File: src/rtl/snd_cmd_mailbox.sv
// Main-to-sound command mailbox: CHANNELS independent FIFOs drained by the sound CPU,
// with per-channel overflow flags, optional overwrite-oldest and a level IRQ.
module snd_cmd_mailbox #(
   parameter int CHANNELS = 1,
   parameter int DEPTH = 4,
   parameter int W = 8,
   parameter int OVERWRITE = 0,
   parameter logic [CHANNELS-1:0] IRQ_MASK = '1,
   parameter logic [W-1:0] FILL = W'(8'hFF),
   localparam int CW = (CHANNELS > 1) ? $clog2(CHANNELS) : 1,
   localparam int PW = $clog2(DEPTH) + 1
) (
   input  logic                clk,
   input  logic                rst,
   input  logic                main_wr,
   input  logic [CW-1:0]       main_ch,
   input  logic [W-1:0]        main_din,
   output logic [CHANNELS-1:0] main_full,
   input  logic                snd_rd,
   input  logic [CW-1:0]       snd_ch,
   output logic [W-1:0]        snd_dout,
   output logic                snd_valid,
   output logic [CHANNELS-1:0] snd_empty,
   output logic [CHANNELS-1:0] ovf,
   input  logic                ovf_clr,
   output logic                irq_n
);

   localparam int IW = (DEPTH > 1) ? $clog2(DEPTH) : 1;

   logic [W-1:0]        mem [CHANNELS][DEPTH];
   logic [PW-1:0]       wptr [CHANNELS];
   logic [PW-1:0]       rptr [CHANNELS];
   logic [PW-1:0]       count [CHANNELS];
   logic [PW-1:0]       wptr_next [CHANNELS];
   logic [PW-1:0]       rptr_next [CHANNELS];
   logic [PW-1:0]       count_next [CHANNELS];
   logic [CHANNELS-1:0] store;
   logic [CHANNELS-1:0] ovf_set;
   logic [CHANNELS-1:0] full_next;
   logic [CHANNELS-1:0] empty_next;
   logic [W-1:0]        rd_data;
   logic                rd_ok;

   function automatic logic [PW-1:0] ptr_inc(input logic [PW-1:0] p);
      return (p == PW'(DEPTH - 1)) ? '0 : p + 1'b1;
   endfunction

   // A read in the same cycle frees a slot, so a full queue then accepts the write without overflow.
   always_comb begin
      store      = '0;
      ovf_set    = '0;
      full_next  = '0;
      empty_next = '0;
      rd_data    = FILL;
      rd_ok      = 1'b0;
      for (int c = 0; c < CHANNELS; c++) begin
         logic wr_hit, do_rd, full_now, discard, grow;
         wr_hit   = main_wr && (main_ch == CW'(c));
         full_now = (count[c] == PW'(DEPTH));
         do_rd    = snd_rd && (snd_ch == CW'(c)) && (count[c] != '0);
         store[c]   = wr_hit && (!full_now || do_rd || (OVERWRITE != 0));
         discard    = wr_hit && full_now && !do_rd && (OVERWRITE != 0);
         ovf_set[c] = wr_hit && full_now && !do_rd;
         grow       = store[c] && !discard;
         wptr_next[c]  = store[c] ? ptr_inc(wptr[c]) : wptr[c];
         rptr_next[c]  = (do_rd || discard) ? ptr_inc(rptr[c]) : rptr[c];
         count_next[c] = count[c];
         if (grow && !do_rd) begin
            count_next[c] = count[c] + 1'b1;
         end else if (!grow && do_rd) begin
            count_next[c] = count[c] - 1'b1;
         end
         full_next[c]  = (count_next[c] == PW'(DEPTH));
         empty_next[c] = (count_next[c] == '0);
         if (do_rd) begin
            rd_data = mem[c][rptr[c][IW-1:0]];
            rd_ok   = 1'b1;
         end
      end
   end

   always_ff @(posedge clk) begin
      for (int c = 0; c < CHANNELS; c++) begin
         if (store[c]) begin
            mem[c][wptr[c][IW-1:0]] <= main_din;
         end
      end
   end

   always_ff @(posedge clk or posedge rst) begin
      if (rst) begin
         for (int c = 0; c < CHANNELS; c++) begin
            wptr[c]  <= '0;
            rptr[c]  <= '0;
            count[c] <= '0;
         end
         main_full <= '0;
         snd_empty <= '1;
         snd_dout  <= FILL;
         snd_valid <= 1'b0;
         ovf       <= '0;
         irq_n     <= 1'b1;
      end else begin
         for (int c = 0; c < CHANNELS; c++) begin
            wptr[c]  <= wptr_next[c];
            rptr[c]  <= rptr_next[c];
            count[c] <= count_next[c];
         end
         main_full <= full_next;
         snd_empty <= empty_next;
         if (snd_rd) begin
            snd_dout  <= rd_data;
            snd_valid <= rd_ok;
         end
         // Set wins over a simultaneous clear.
         ovf   <= (ovf_clr ? '0 : ovf) | ovf_set;
         irq_n <= ~|(~empty_next & IRQ_MASK);
      end
   end

endmodule

File: config.mk
export PLATFORM = sky130hd
export DESIGN_NAME = snd_cmd_mailbox
export DESIGN_NICKNAME = d
export VERILOG_FILES = /design/src/rtl/snd_cmd_mailbox.sv
export SDC_FILE = /design/constraint.sdc
export NUM_CORES = 1
export LEC_CHECK = 0
export BUFFER_PORTS_ARGS = -buffer_cell sky130_fd_sc_hd__buf_2
export CAP_MARGIN = 5
export CORE_MARGIN = 3
export CORE_UTILIZATION = 35
export CTS_BUF_LIST = sky130_fd_sc_hd__clkbuf_8 sky130_fd_sc_hd__clkbuf_16
export DETAILED_ROUTE_END_ITERATION = 10
export PLACE_DENSITY = 0.62
export SETUP_SLACK_MARGIN = 0.1
export SYNTH_ARGS = -nofsm -noshare
export SYNTH_HDL_FRONTEND = slang
export SYNTH_SLANG_ARGS = --single-unit
File: constraint.sdc
create_clock -name clk -period 3.4 [get_ports clk]
set_clock_uncertainty 0.1 [all_clocks]
set_input_delay 0.17 -clock clk [delete_from_list [all_inputs] [get_ports clk]]
set_output_delay 0.17 -clock clk [all_outputs]
set_load 0.005 [all_outputs]
==> flow_summary.json, run 1 <==
{
  "status": "completed",
  "p_leak_nw": 1.00,
  "slew_viol_final": 0,
  "setup_violations": 0,
  "post_cts_resized": 0,
  "arrival_ns": 2.20,
  "grtUsageMet3_pct": 2.31,
  "p_switching_mw": 0.556,
  "startpoint_type": "flop",
  "worstPathCellList": "inv_1, ha_1, and2_1, a21oi_1, and2_1",
  "crit_family": "simple AND/OR/NAND/NOR gates",
  "clockBufferDepth": 2,
  "ctsHtreeMaxLevel": 2,
  "syn_area_sq_mm": 0.00222,
  "grt_util_met1_pct": 16.5,
  "peakVddDrop_v": 0.000246,
  "hold_viol_final": 0,
  "vias": 1260,
  "cts_tree": "yes",
  "antenna_found_initial": 0,
  "busiest_layer": "met2",
  "p_clk_share_pct": 21.1,
  "die-area_sq_mm": 0.00733,
  "seq_area_frac_synth_pct": 67.5,
  "drc": 0,
  "synthDistinctLibCells": 38,
  "antenna_left": 0,
  "io_buffers": 27,
  "clock_latency_ns": 0.31,
  "switching_share_pct": 30.9,
  "syn_area_per_cell_sq_um": 16.1,
  "wl_mm": 3.99,
  "clk_pin_slew_ns": 0.10,
  "drt_iter0_drc": 62,
  "cts_inserted_buffers": 5,
  "firstDrtPassIters": 4,
  "max_slew.worst_pin.slew_ns": 0.810,
  "synth.largest_area_cell": "edfxtp_1",
  "fin_cells": 253,
  "critPathKind": "flop to flop",
  "ys_ff_latch": 53,
  "relSlewSlack_pct": 46.0,
  "p_per_area_mw_per_mm2": 689,
  "cp_common_cell": "and2_1",
  "worst-path-buf-inv": 1,
  "place_area_sq_mm": 0.00242,
  "drive_gt1_share_pct": 32.0,
  "grt-ovfl-total": 0,
  "core-area_sq_mm": 0.00603,
  "nNetsFinal": 200,
  "syn_to_final_growth_pct": 17.7,
  "synth_top_area_share_pct": 43.3,
  "synth-async-reset-ratio_pct": 39.6,
  "fin_crit_ns": 2.32,
  "comb_power_share_pct": 26.3,
  "vias_per_cell": 4.98,
  "power_mw": 1.80,
  "cp_slowest_stage_delay_ns": 0.46,
  "pin_count": 28,
  "netlist_instances": 138,
  "hpwl_mm": 3.00,
  "initial_core_util_pct": 36.8,
  "cts-root-buf": "clkbuf_8",
  "p_int_mw": 1.24,
  "cts_sinks": 53,
  "synth_edf_count": 32,
  "gp_congestion": 0.863,
  "fin_tns_setup_ns": 0,
  "max_freq_mhz": 430,
  "dp.cells": 236,
  "fin_crit_sh_pct": 68.3,
  "p_seq_share_pct": 52.6,
  "n_fill_cell": 569,
  "die_w_um": 85.6,
  "n_antenna_cell": 0,
  "synth_warnings": 0,
  "rsz0062_at_grt": "false",
  "grt_pass1_wl_mm": 6.71,
  "finalCoreUtilization_pct": 43.3,
  "rows": 28,
  "cp-end-kind": "flop",
  "maxCapViolCount": 0,
  "ys_top_cells_by_count": "32 x edfxtp_1, 12 x dfrtp_1, 10 x inv_1",
  "use_met2_pct": 18.9,
  "grtUsageTotal_pct": 11.9,
  "yosys-top-cells-area": "edfxtp_1 43%, dfrtp_1 14%, dfstp_2 11%",
  "grt_pass1_vias": 1359,
  "slowest_stage": "a21oi_1",
  "worstPathMaxFanout": 9,
  "required_ns": 3.28,
  "fin_area_sq_mm": 0.00261,
  "grt_max_degree": 22,
  "syn_nets": 161,
  "hold_path_class": "input pin to flop",
  "ys.flop_type": "edfxtp_1",
  "yosys.cell_count.top_type": "edfxtp_1",
  "die_height_um": 85.6,
  "post_drt_wl_per_cell_um": 15.8
}
per-layer routing:
| metal | vias up | part of all wire, % |
|---|---|---|
| met5 | - | 0 |
| met4 | 0 | 1.6 |
| met3 | 7 | 5.0 |
| met2 | 32 | 46 |
| met1 | 626 | 47 |
| li1 | 595 | - |
layout by cell type (no fill, tap or decap), types with 2 or more instances in the layout:
| master | count |
|---|---|
| a21oi_1 | 2 |
| and2_1 | 7 |
| buf_2 | 27 |
| clkbuf_8 | 5 |
| dfrtp_1 | 12 |
| dfstp_2 | 9 |
| dlygate4sd3_1 | 9 |
| edfxtp_1 | 32 |
| ha_1 | 8 |
| inv_1 | 10 |
| inv_6 | 2 |
| mux4_2 | 8 |
| nand2_1 | 2 |
| nand3_1 | 2 |
| nor2_1 | 2 |
| nor2b_1 | 4 |
| nor3_1 | 4 |
| nor4_1 | 2 |
| o21ai_0 | 5 |
| o22a_1 | 7 |
worst paths after layout:
path	endpoint	cells after the start	slack, ns	start
min in group asynchronous	snd_valid	3	0.45	rst
hold / removal	mem[0][15]	1	0.02	main_din[7]
hold reg to reg	wptr[2]	1	0.42	wptr[2]
setup reg to reg	mem[0][0]	5	1.08	count[0]
setup / recovery	mem[0][0]	5	1.08	count[0]
max in group asynchronous	wptr[1]	3	2.25	rst
layout make-up:
| cell class | instances | area, sq um | share of cell area, % |
|---|---|---|---|
| clock buffer | 5 | 68.8 | 2.64 |
| tap | 75 | 93.8 | 3.59 |
| clock inverter | 3 | 28.8 | 1.10 |
| timing repair buffer | 37 | 233 | 8.91 |
| sequential | 53 | 1500 | 57.4 |
| multi-input combinational | 70 | 652 | 25.0 |
| inverter | 10 | 37.5 | 1.44 |
cell families after synthesis:
family	after synthesis	share of synthesized area, %
adder cells (fa/ha/maj)	8	4.51
AO/OA/AOI/OAI	23	7.73
buffers and inverters	15	3.10
multiplexers	8	8.12
XOR/XNOR	1	0.395
flip-flops	53	67.5
AND/OR/NAND/NOR	30	8.63
registers in the layout, summed over array words and instances, names as in the netlist:
signal,flops
mem,32
ovf,1
count,3
main_full,1
wptr,3
irq_n,1
snd_valid,1
rptr,3
snd_dout,8
power by group through the flow:
stage / Combinational [mW] / Sequential [mW] / Clock (mW)
2_1_floorplan: 0.376 / 0.906 / 0
3_3_place_gp: 0.452 / 0.958 / 0
3_5_place_dp: 0.470 / 0.966 / 0
4_1_cts: 0.480 / 0.953 / 0.391
5_1_grt: 0.533 / 0.975 / 0.410
6_report: 0.474 / 0.947 / 0.379
stage by stage:
stage                     setup slack (ns)  hold slack [ns]
after floorplan                       1.43           0.0399
after global placement                1.20            0.259
after detailed placement              1.08            0.276
after CTS                             1.06           0.0118
after global routing                 0.908           0.0119
final                                 1.08           0.0224
what timing repair did:
item / 4_1_cts / 5_1_grt
setup endpoints to repair: 0 / 0
hold endpoints to repair: 41 / 0
buffers inserted: 0 / 0
hold buffers: 9 / 0
Note: power is estimated with default switching activity, not from simulation.
==> run 2, diff against run 1 <==
- clock period: 3.4 -> 2.4 ns (I/O delays scaled with it)
==> run 2 against run 1 <==
Against the previous run: first-iteration DRC count grew 100%; final cell count grew 0.79%; register-to-register slack lost 0.83 ns; power grew 41%.
==> flow_summary.json, run 2 (same netlist as run 1, synthesis figures left out) <==
{
  "status": "completed",
  "peakVddDrop_v": 0.000380,
  "max_slew.worst_pin.slew_ns": 0.833,
  "clk_pin_slew_ns": 0.10,
  "critPathKind": "flop to flop",
  "r2r_cells": 6,
  "arrival_ns": 2.01,
  "worst_slack_ns": 0.248,
  "required_ns": 2.26,
  "cts-root-buf": "clkbuf_8",
  "maxCapViolCount": 0,
  "wl_mm": 4.04,
  "die-area_sq_mm": 0.00733,
  "hpwl_mm": 3.01,
  "initial_core_util_pct": 36.8,
  "antenna_left": 0,
  "post_drt_wl_per_cell_um": 15.8,
  "grt_pass1_vias": 1314,
  "cts_inserted_buffers": 5,
  "rows": 28,
  "nNetsFinal": 202,
  "core-area_sq_mm": 0.00603,
  "p_per_area_mw_per_mm2": 964,
  "clock_latency_ns": 0.30,
  "fin_tns_setup_ns": 0,
  "die_w_um": 85.6,
  "n_antenna_cell": 0,
  "io_buffers": 27,
  "postCtsSetupBuffers": 0,
  "power_mw": 2.53,
  "post-place-ws_ns": 0.287,
  "multiInputGateArea_sq_um": 652,
  "p_leak_nw": 1.01,
  "grt-ovfl-total": 0,
  "slew_viol_final": 0,
  "drt_iter0_drc": 126,
  "gp_congestion": 0.877,
  "rsz0062_at_grt": "false",
  "final_common_cell": "edfxtp_1",
  "setup_violations": 0,
  "die_height_um": 85.6,
  "cts_sinks": 53,
  "n_fill_cell": 553,
  "max_freq_mhz": 465,
  "startpoint_type": "flop",
  "hold_depth": 3,
  "largest_reg_flops": 32,
  "cts_tree": "yes",
  "hold_path_class": "input pin to flop",
  "hold_viol_final": 0,
  "firstDrtPassIters": 5,
  "relSlewSlack_pct": 44.4,
  "fin_crit_ns": 2.15,
  "worstPathMaxFanout": 8,
  "ctsHtreeMaxLevel": 2,
  "seqCellArea_sq_mm": 0.00150,
  "cp-end-kind": "flop",
  "grtUsageTotal_pct": 12.3,
  "pin_count": 28,
  "drive_gt1_share_pct": 32.2,
  "vias": 1250,
  "clockBufferDepth": 2,
  "drc": 0,
  "grt_pass1_wl_mm": 6.68,
  "antenna_found_initial": 0,
  "grt_max_degree": 22,
  "vias_per_cell": 4.90,
  "fin_crit_sh_pct": 89.7,
  "final_cell_mix": "32 x edfxtp_1, 27 x buf_2, 12 x dfrtp_1, 10 x inv_1, 10 x dlygate4sd3_1",
  "syn_to_final_growth_pct": 18.5
}
run 2: cell types whose count changed in the layout (fill, tap and decap cells not counted):
cell / change
inv_6: -1
dlygate4sd3_1: +1
buf_4: +1
clkinv_4: +1
run 2: stage by stage:
step	instance area [sq um]	utilization, %	instances	hold WS, ns
after floorplan	2220	-	138	-0.0101
after global placement	2430	40.3	237	0.210
after detailed placement	2430	40.3	237	0.225
after CTS	2630	43.6	255	0.0650
after global routing	2630	43.6	255	0.0800
final	2630	43.6	255	0.0843
run 2: layer usage:
metal	wire, um	part of all wire [%]	track usage, %	vias to the layer above
li1	-	-	-	598
met1	1880	46	16.8	612
met2	1820	45	18.5	36
met3	282	7.0	3.84	4
met4	57	1.4	4.46	0
met5	0	0	0	-
run 2: repair_timing:
action / CTS / global route
hold endpoints to repair: 45 / 0
endpoints found under the setup margin: 0 / 0
gates resized for setup: 0 / 0
hold buffers: 10 / 0
run 2: critical path: stages (launching register included):
cell and delay [ns]:
dfrtp_1 0.43, inv_1 0.10, ha_1 0.26, and2_1 0.20, a21oi_1 0.17, buf_4 0.17
and2_1 0.38
run 2: cell type report:
| type | count | share of cell area, % |
|---|---|---|
| multi-input combinational | 70 | 24.8 |
| timing repair buffer | 39 | 9.52 |
| clock buffer | 5 | 2.62 |
| sequential | 53 | 57.0 |
| clock inverter | 3 | 1.09 |
| inverter | 10 | 1.43 |
| tap | 75 | 3.57 |
run 2: path summary, 6_finish.rpt:
kind	from	endpoint	slack, ns
setup reg to reg	count[0]	mem[0][22]	0.25
min in group asynchronous	rst	wptr[2]	0.42
hold reg to reg	snd_valid	snd_valid	0.42
hold / removal	main_ch	ovf	0.08
max in group asynchronous	rst	main_full	1.26
setup / recovery	count[0]	mem[0][22]	0.25
run 2: power breakdown:
part | internal [mW] | leakage (nW) | switching (mW)
Sequential | 1.18 | 0.537 | 0.164
Combinational | 0.364 | 0.422 | 0.312
Clock | 0.218 | 0.0506 | 0.296
Total | 1.76 | 1.01 | 0.771
==> run 3, diff against run 2 <==
- CORE_ASPECT_RATIO: not set -> 0.7
- PLACE_DENSITY: 0.62 -> 0.64
- clock period: 2.4 -> 1.8 ns (I/O delays scaled with it)
==> run 3 against run 2 <==
Against the previous run: the run now ends with negative setup slack left; cell area increased by 6.5%; register-to-register slack got worse by 0.25 ns; critical path depth unchanged; combinational power increased by 100%; largest power group unchanged.
==> flow_summary.json, run 3 (same netlist as run 1, synthesis figures left out) <==
{
  "cts_inserted_buffers": 5,
  "antenna_left": 0,
  "rows": 23,
  "drt_iter0_drc": 98,
  "grt_pass1_vias": 1421,
  "final_cell_mix": "32 x edfxtp_1, 27 x buf_2, 12 x dfrtp_1, 10 x dlygate4sd3_1",
  "fin_tns_setup_ns": -0.00573,
  "die_w_um": 101,
  "fin_cells": 265,
  "peakVddDrop_v": 0.000506,
  "violations": "negative setup slack",
  "hpwl_mm": 2.96,
  "firstDrtPassIters": 4,
  "relSlewSlack_pct": 74.7,
  "worstPathMaxFanout": 5,
  "cts_sinks": 53,
  "vias": 1357,
  "cp_slowest_stage_delay_ns": 0.50,
  "r2r_cells": 6,
  "gp_congestion": 0.895,
  "pin_count": 28,
  "hold_depth": 2,
  "syn_to_final_growth_pct": 26.2,
  "rsz0062_at_grt": "true",
  "arrival_ns": 1.95,
  "n_antenna_cell": 0,
  "io_buffers": 27,
  "startpoint_type": "flop",
  "p_leak_nw": 1.08,
  "clock_latency_ns": 0.31,
  "n_fill_cell": 525,
  "dp.cells": 242,
  "grt-ovfl-total": 0,
  "max_slew.worst_pin.slew_ns": 0.378,
  "final_common_cell": "edfxtp_1",
  "worst_slack_ns": -0.00298,
  "clk_pin_slew_ns": 0.10,
  "cp-end-kind": "flop",
  "post_drt_wl_per_cell_um": 17.0,
  "die_height_um": 72.6,
  "wl_mm": 4.51,
  "seqCellArea_sq_mm": 0.00150,
  "cts_tree": "yes",
  "maxCapViolCount": 0,
  "grt_max_degree": 22,
  "ctsHtreeMaxLevel": 2,
  "nNetsFinal": 212,
  "hold_path_class": "input pin to flop",
  "core-area_sq_mm": 0.00593,
  "drc": 0,
  "fin_crit_ns": 1.80,
  "cts-root-buf": "clkbuf_8",
  "worstPathCellList": "inv_2, ha_4, nor3b_4, nor3_2, or4_4, a21boi_1",
  "p_per_area_mw_per_mm2": 1340,
  "multiInputGateArea_sq_um": 746,
  "setup_violations": 2,
  "grt_pass1_wl_mm": 7.36,
  "fin_crit_sh_pct": 100,
  "vias_per_cell": 5.12,
  "hold_viol_final": 0,
  "die-area_sq_mm": 0.00734,
  "slowest_stage": "or4_4",
  "slew_viol_final": 0,
  "initial_core_util_pct": 37.4,
  "status": "finished, violations left",
  "max_freq_mhz": 555,
  "required_ns": 1.94,
  "critPathKind": "flop to flop",
  "largest_reg_flops": 32,
  "antenna_found_initial": 0,
  "drive_gt1_share_pct": 44.2,
  "clockBufferDepth": 2,
  "grtUsageTotal_pct": 13.2
}
-- run 3: worst max-delay path: cells and delay by family, from the launching register on --
family          cells  cell delay [ns]
flops               1             0.39
fa+ha+maj           1             0.18
compound gates      1             0.13
buf+inv             1             0.07
simple gates        3             0.86
-- run 3: per-layer routing --
layer | track usage (%) | share of wire (%) | up-vias
met2 | 21.1 | 49 | 40
met3 | 3.06 | 4.8 | 5
met4 | 4.42 | 1.2 | 0
met5 | 0 | 0 | -
li1 | - | - | 616
met1 | 17.8 | 45 | 696
-- run 3: repair_timing --
item                       CTS  global route
setup buffers                1             3
pin swaps                    4             4
cloned                       0             1
gates resized for setup      6             8
hold endpoints to repair    54             0
setup endpoints to repair   36            37
hold buffers                10             0
-- run 3: final timing paths --
check                          from           to  slack [ns]
min in group asynchronous       rst    main_full        0.25
max in group asynchronous       rst  snd_dout[5]        1.06
min reg2reg                 wptr[2]      wptr[2]        0.41
max reg2reg                count[0]    main_full      -0.003
min                          snd_rd    snd_valid        0.09
max                        count[0]    main_full      -0.003
-- run 3: area by class of cell --
type,instances,share of cell area [%]
Clock inverter,3,0.804
Clock buffer,5,2.46
Sequential cell,53,53.5
Multi-Input combinational cell,71,26.6
Timing Repair Buffer,48,11.9
Inverter,10,1.34
Tap cell,75,3.35
-- run 3: where the power goes --
| part | leakage, nW | internal, mW | switching, mW |
|---|---|---|---|
| Sequential | 0.537 | 1.57 | 0.129 |
| Clock | 0.0481 | 0.277 | 0.400 |
| Combinational | 0.492 | 0.720 | 0.647 |
| Total | 1.08 | 2.57 | 1.18 |
-- run 3: per-stage QoR --
step	power, mW	area [sq um]	utilization, %	hold WS, ns	setup WS, ns
global placement	2.84	2520	42.5	0.0358	0.0512
global route	3.99	2800	47.2	0.107	-0.0842
CTS	3.67	2740	46.3	0.0787	0.0354
floorplan	2.49	2260	-	-0.0401	0.0913
finish	3.75	2800	47.2	0.0919	-0.00298
detailed placement	2.92	2520	42.5	0.0415	-0.0307
